[src/rtl/rr_arb_pkg.sv]
// rr_arb_pkg: shared state encoding, sizing constants and the round-robin winner search
package rr_arb_pkg;

    localparam int NREQ = 4;
    localparam int IW = 2;

    typedef enum logic {
        IDLE  = 1'b0,
        GRANT = 1'b1
    } state_t;

    // Scan last+1 .. last+4 (mod 4); result is {found, index} of the first requester hit
    function automatic logic [IW:0] pickNext(input logic [NREQ-1:0] req, input logic [IW-1:0] last);
        logic [IW:0] r;
        logic [IW-1:0] idx;
        r = '0;
        for (int k = NREQ; k >= 1; k--) begin
            idx = last + IW'(k);
            if (req[idx]) r = {1'b1, idx};
        end
        return r;
    endfunction

endpackage

[src/rtl/rr_arb4_dec.sv]
// rr_arb4_dec: 2-to-4 one-hot decoder with enable
module rr_arb4_dec (
    input  logic       en,
    input  logic [1:0] addr,
    output logic [3:0] y
);

    assign y = en ? 4'b0001 << addr : 4'b0000;

endmodule

[src/rtl/rr_arb4.sv]
// rr_arb4: four-requester round-robin arbiter with hold-time limit and forced hand-off
module rr_arb4
    import rr_arb_pkg::*;
#(
    parameter int MAX_HOLD = 8,
    parameter int CW = 8
) (
    input  logic            CLK,
    input  logic            RST,
    input  logic [NREQ-1:0] REQ,
    output logic [NREQ-1:0] GNT,
    output logic [IW-1:0]   GNT_ID,
    output logic            GNT_VLD,
    output logic            TMO
);

    localparam logic [CW-1:0] HOLD_MAX = CW'(MAX_HOLD - 1);

    state_t state, stateNext;
    logic [IW-1:0] gntId, idNext, last, lastNext;
    logic [CW-1:0] holdCnt, holdNext;
    logic tmo, tmoNext;
    logic [NREQ-1:0] others;
    logic [IW:0] winIdle, winOther;

    // Next grant decision: idle pick, release hand-off, forced hand-off, or keep with counting
    always_comb begin
        stateNext = state;
        idNext = gntId;
        lastNext = last;
        holdNext = holdCnt;
        tmoNext = 1'b0;
        others = REQ & ~(NREQ'(1) << gntId);
        winIdle = pickNext(REQ, last);
        winOther = pickNext(others, gntId);
        if (state == IDLE) begin
            if (winIdle[IW]) begin
                stateNext = GRANT;
                idNext = winIdle[IW-1:0];
                holdNext = '0;
            end
        end else if (!REQ[gntId]) begin
            lastNext = gntId;
            stateNext = winOther[IW] ? GRANT : IDLE;
            idNext = winOther[IW] ? winOther[IW-1:0] : gntId;
            holdNext = '0;
        end else if (winOther[IW] && holdCnt == HOLD_MAX) begin
            lastNext = gntId;
            idNext = winOther[IW-1:0];
            holdNext = '0;
            tmoNext = 1'b1;
        end else begin
            holdNext = (holdCnt == HOLD_MAX) ? holdCnt : holdCnt + 1'b1;
        end
    end

    // State registers; LAST resets to 3 so requester 0 is scanned first
    always_ff @(posedge CLK) begin
        if (RST) begin
            state <= IDLE;
            gntId <= '0;
            last <= IW'(NREQ - 1);
            holdCnt <= '0;
            tmo <= 1'b0;
        end else begin
            state <= stateNext;
            gntId <= idNext;
            last <= lastNext;
            holdCnt <= holdNext;
            tmo <= tmoNext;
        end
    end

    assign GNT_ID = gntId;
    assign GNT_VLD = state == GRANT;
    assign TMO = tmo;

    rr_arb4_dec uDec (
        .en  (GNT_VLD),
        .addr(gntId),
        .y   (GNT)
    );

endmodule
[config.mk]
export PLATFORM = sky130hd
export DESIGN_NAME = rr_arb4
export DESIGN_NICKNAME = d
export VERILOG_FILES = /design/src/rtl/rr_arb_pkg.sv /design/src/rtl/rr_arb4_dec.sv /design/src/rtl/rr_arb4.sv
export SDC_FILE = /design/constraint.sdc
export NUM_CORES = 1
export LEC_CHECK = 0
export ABC_AREA = 1
export CORE_UTILIZATION = 55
export CTS_CLUSTER_DIAMETER = 150
export DETAILED_ROUTE_END_ITERATION = 8
export PLACE_DENSITY_LB_ADDON = 0.3
export SLEW_MARGIN = 20
export SYNTH_ARGS = -nofsm -noshare
export SYNTH_HDL_FRONTEND = slang
export SYNTH_SLANG_ARGS = --single-unit
export TNS_END_PERCENT = 5
[constraint.sdc]
create_clock -name CLK -period 3.2 [get_ports CLK]
set_input_delay 0.48 -clock CLK [delete_from_list [all_inputs] [get_ports CLK]]
set_output_delay 0.48 -clock CLK [all_outputs]
set_load 0.01 [all_outputs]
== Yosys cells after proc, flatten, opt, wreduce, memory -nomap -nowiden ==
Index checks and enable logic that the tools add are counted.
Storage, ports and cells
  memories kept: 0
  bits in registers: 14
  memory bits (read-only): 0
  bits in writable memories: 0
  input bits: 6
  bits in latches: 0
  word-level logic and storage cells: 80
Operators by class
  reduce and logical (&&, ||, !) cells: 6
  eq/ne operators: 5
  magnitude comparators: 8
  add/subtract/negate cells: 7
  divide/modulo/power cells: 0
  bitwise gates (word level): 4
  multiply operators: 0
  mux-type cells: 44
  shift operators: 1
Operators with widths (number)
  $mux W8: 5
  $lt A2 B3 Y1 const B: 8
  $mux W3: 8
  $bmux W1 S2: 9
  $mux W1: 14
  $mux W2: 7
  $add A2 B2 Y2 const B: 4
  $add A8 B1 Y8 const B: 1
  $eq A8 B3 Y1 const B: 1
  $add A2 B1 Y2 const B: 2
  $and A4 B4 Y4: 1
  $mux W4: 1
  $ne A4 B3 Y1 const B: 1
  $not A4 Y4: 1
  $reduce_and A2 Y1: 2
  $shl A1 B2 Y4 const A: 1
  $ne A3 B1 Y1 const B: 1
  $ne A3 B2 Y1 const B: 1
  $reduce_and A3 Y1: 1
  $reduce_or A3 Y1: 1
  $ne A2 B1 Y1 const B: 1
  $not A1 Y1: 2
  $reduce_bool A2 Y1: 1
  $logic_and A1 B1 Y1: 1

== Logic depth before layout (Yosys ltp) ==
  depth after elaboration: 13
  mapped depth: 15
  depth with buffers taken out: 14

== By module ==
Synthesis repeated with hierarchy kept, for this count alone.
Unflattened totals
  cell total of the unflattened synthesis: 238
  area total of the unflattened synthesis: 1322.5 um^2
By module, submodules not included
  rr_arb4: cells each 230, times used 1, area an instance 1292.5 um^2
  rr_arb4_dec: cells each 8, times used 1, area an instance 30.0 um^2

== Worst setup path before layout ==
No wires, ideal clock.
  kind: register to register
  start: register gntId[0], in the netlist GNT_ID[0]
  end: register last[0]
  path slack: 1.466 ns
  setup time: 0.128 ns
  data arrival time: 1.607 ns
  stages on the path, launching flop included: 12
  buffers on the path: 1
  cell sequence: dfxtp_1 inv_2 buf_6 ha_1 inv_1 nand2_1 nand2_1 nand2_1 nand3_4 nand2_2 a21oi_1 o211ai_1
On the way
  cells in the longest elaborated chain, start to end: 12
  elaborated cells between the ends (all ways): 25
  those cells by class: add/sub (3); eq/ne (1); shift (1); mux (16); bitwise (2); reduce/logical (2)
Ends and longest elaborated chain
  start: declaration: RTL line rr_arb4.sv:20  | logic [IW-1:0] gntId, idNext, last, lastNext;
  start signal: assignment: RTL line rr_arb4.sv:67  | gntId <= idNext;
  $shl A1 B2 Y4: RTL line rr_arb4.sv:33  | others = REQ & ~(NREQ'(1) << gntId);
  $not A4 Y4: RTL line rr_arb4.sv:33
  $and A4 B4 Y4: RTL line rr_arb4.sv:33
  $bmux W1 S2: RTL line rr_arb_pkg.sv:19  | if (req[idx]) r = {1'b1, idx};
  $mux W1 (not written as such): RTL line rr_arb_pkg.sv:19
  $mux W3 (4 in a row): RTL line rr_arb_pkg.sv:19
  $logic_and A1 B1 Y1: RTL line rr_arb4.sv:47  | end else if (winOther[IW] && holdCnt == HOLD_MAX) begin
  $ne A2 B1 Y1 (no source line)
  $reduce_and A2 Y1 (no source line)
  end signal: assignment: RTL line rr_arb4.sv:62  | last <= IW'(NREQ - 1);
  end signal: assignment: RTL line rr_arb4.sv:68  | last <= lastNext;
  end: declaration: RTL line rr_arb4.sv:20
Several ways; a longest one is shown, not always the timed one. The select of a mux whose other input is x is not followed.
A chain may end at the register's enable or synchronous reset.

== Worst setup path after layout ==
  start: register gntId[0], in the netlist GNT_ID[0]
  end: output GNT[2]
On the way
  cells in the longest elaborated chain, start to end: 2
Ends and longest elaborated chain
  $shl A1 B2 Y4: RTL line rr_arb4_dec.sv:8  | assign y = en ? 4'b0001 << addr : 4'b0000;
  $mux W4: RTL line rr_arb4_dec.sv:8
  end: declaration: RTL line rr_arb4.sv:11  | output logic [NREQ-1:0] GNT,
No other way between the ends.

==> qor.yml <==
clock_sinks: 14
place.detailed.hpwl_mm: 2.39
die_area_um2: 2740
initial_utilization: 0.608
clock_slew_seen_by_the_registers_of_the_worst_setup_and_hold_paths_ns: 0.08
tritoncts: "done"
run_status: "completed"
synth.yosys.seq_area_share: 0.201
crit_path_max_fanout: 16
final_cell_mix: "sky130_fd_sc_hd__nand2_1 (106), sky130_fd_sc_hd__inv_1 (29), sky130_fd_sc_hd__nand3_1 (20), sky130_fd_sc_hd__nor2_1 (20), sky130_fd_sc_hd__dfxtp_1 (14)"
highest_signal_layer_in_the_routed_design: "met4"
max-vdd-ir-drop_uv: 483
synthArstFlopShare: 0
synthXorXnorAreaFrac: 0.0314
synth.top_cells.by_area: "sky130_fd_sc_hd__nand2_1 (28%), sky130_fd_sc_hd__dfxtp_1 (20%), sky130_fd_sc_hd__inv_1 (7.8%), sky130_fd_sc_hd__nand3_1 (7.2%), sky130_fd_sc_hd__nor2_1 (5.4%)"
tightest_slew_ns: 0.569
layout-drive-gt1-share: 0.103
final_std_cells_w_o_fill: 290
ys_warn_count: 0
cts_buffers: 3
detail_route.wirelength_mm: 3.12
cts_htree_levels: 1
wl_met1_mm: 1.60
mean_instance_size_in_the_synthesized_netlist_um2: 5.56
drt_first_iter_violations: 31
synthesis.nets: 262
grt_util_all_layers: 0.247
number_of_instances_in_the_placed_design: 287
ctsRootBufferMaster: "sky130_fd_sc_hd__clkbuf_4"
design.core.area_um2: 2300
gp_congestion: 0.802
met3_length_um: 176
most_common_cell_after_layout_fill_and_taps_aside: "sky130_fd_sc_hd__nand2_1"
postSynthRegisterBits: 14
end_kind: "output pin"
rsz0062_at_grt: "no"
netlist.top_cell.by_area: "sky130_fd_sc_hd__nand2_1"
simple_gate_area_share_of_the_yosys_netlist: 0.527
worst-setup-path-type: "reg -> out"
grt_pass1_wl_mm: 5.12
cts.repair.resized: 0
totalNegativeSetupSlack_ns: 0
cp_data_required_time_ns: 2.72
slew_violations: 0
synth_cell_types: 28
gr-total-overflow: 0
flow.area_growth_from_synthesis_pct: 11.0
synth_top_family_by_area: "simple AND/OR/NAND/NOR gates"
buffer_ports.inserted: 13
top_level_ports: 14
synth_top_area_share: 0.285
worst_min_delay_path_class: "reg -> reg"
report.final.hold_viol_count: 0
post_cts.repair.setup_buffers: 0
number_of_cells_produced_by_synthesis: 251
placed_cell_area_um2: 1530
drc_errors: 0
grt_pass1_vias: 1202
ant_nets: 0
ys.flop_type: "sky130_fd_sc_hd__dfxtp_1"
synth_adder_area_share: 0.0448
fp.dieH_um: 52.4
synth-edff-count: 0
drt-pass1-iter-count: 4
setup_viol: 0
synthMuxAreaShare: 0
nFillCells: 233
compound_cell_area_share_of_the_yosys_netlist: 0.0753
clkLatencyLatePin_ns: 0.27
power_density_nw_per_um2: 680
drt-wirelength-per-cell_um: 10.8
grt_start_max_net_pins: 17
die_width_um: 52.4
cts_hold_buffers: 0
timing.critical_path.arrival_ns: 2.02
num_vias: 1489
nets: 275
power.static_leakage_nw: 0.787
maximum_achievable_frequency_mhz: 400
finalWorstPathRequiredPeriod_ns: 2.50
layout.core_utilization: 0.675
timing.final.crit_share: 0.782
post_drt_via_cell_ratio: 5.13
slew_headroom: 0.620
synthesis.area_um2: 1400
setup_crit_start_kind: "flop"
clk_path_buf_depth: 2
diodes: 0
wl_met2_mm: 1.33
num_rows: 17
skew_ns: 0.00417
number_of_antenna_violations_at_the_first_check_in_global_routing: 0
finish.instance_area_um2: 1550
max-cap-violations: 0
[per-layer routing]
layer / GRT usage / up-vias
li1: - / 796
met1: 0.361 / 650
met2: 0.371 / 41
met3: 0.0609 / 2
met4: 0.0263 / 0
met5: 0 / -
[cell usage after synthesis, types with 2 or more instances]
cell and count:
sky130_fd_sc_hd__nand2_2 6, sky130_fd_sc_hd__clkbuf_1 2, sky130_fd_sc_hd__dfxtp_1 14, sky130_fd_sc_hd__nor2_2 2, sky130_fd_sc_hd__nor2_1 20, sky130_fd_sc_hd__xnor2_1 4, sky130_fd_sc_hd__buf_4 2, sky130_fd_sc_hd__inv_1 29
sky130_fd_sc_hd__nand3_1 20, sky130_fd_sc_hd__o211ai_1 2, sky130_fd_sc_hd__o21ai_1 2, sky130_fd_sc_hd__nand4_1 2, sky130_fd_sc_hd__ha_1 5, sky130_fd_sc_hd__a21oi_1 8, sky130_fd_sc_hd__nor3_1 6, sky130_fd_sc_hd__nand2_1 106
sky130_fd_sc_hd__a21oi_2 4, sky130_fd_sc_hd__inv_2 7
[path summary, 6_finish.rpt]
kind,from,end,slack [ns],depth (start not counted)
worst max-delay path,GNT_ID[0],GNT[2],0.70,5
worst min-delay path,holdCnt[7],holdCnt[7],0.49,2
worst max register to register,GNT_ID[0],last[0],0.92,11
worst min register to register,holdCnt[7],holdCnt[7],0.49,2
[sequential cells by signal, summed over array words and instances, names as in the netlist]
name and cells:
GNT_ID 2, holdCnt 8, TMO 1, GNT_VLD 1, last 2
[per-stage QoR]
step / hold slack [ns] / setup WS [ns] / total power (W)
after floorplan: 0.465 / 1.47 / 0.000801
after global placement: 0.481 / 1.02 / 0.000944
after detailed placement: 0.484 / 1.01 / 0.000953
after CTS: 0.496 / 0.697 / 0.00105
after global routing: 0.518 / 0.592 / 0.00117
final: 0.493 / 0.698 / 0.00105
[worst max-delay path, stage by stage (launching register included)]
cell and delay (ns):
sky130_fd_sc_hd__dfxtp_1 0.68, sky130_fd_sc_hd__inv_2 0.23, sky130_fd_sc_hd__ha_1 0.27, sky130_fd_sc_hd__nand2_1 0.06, sky130_fd_sc_hd__inv_1 0.05, sky130_fd_sc_hd__clkdlybuf4s50_1 0.46
[area by class of cell]
type,count,area [µm²],area share
clock buffer,3,22.5,0.0145
inverter,36,135,0.0872
multi-input combinational,196,947,0.611
sequential,14,280,0.181
tap,28,35.0,0.0226
timing repair buffer,13,130,0.0839
[where the power goes]
part | internal (W) | switching, W | leakage [nW]
Clock | 0.0000436 | 0.0000514 | 0.0138
Combinational | 0.000251 | 0.000436 | 0.659
Sequential | 0.000201 | 0.0000716 | 0.114
Total | 0.000495 | 0.000559 | 0.787
[logic make-up (layout without fill, tap and decap cells)]
family,after synthesis,after routing
compound gates,17,17
fa+ha+maj,5,5
buf+inv,41,52
simple gates,169,169
flops,14,14
xor+xnor,5,5
No activity file was read; power rests on OpenSTA's default activity.
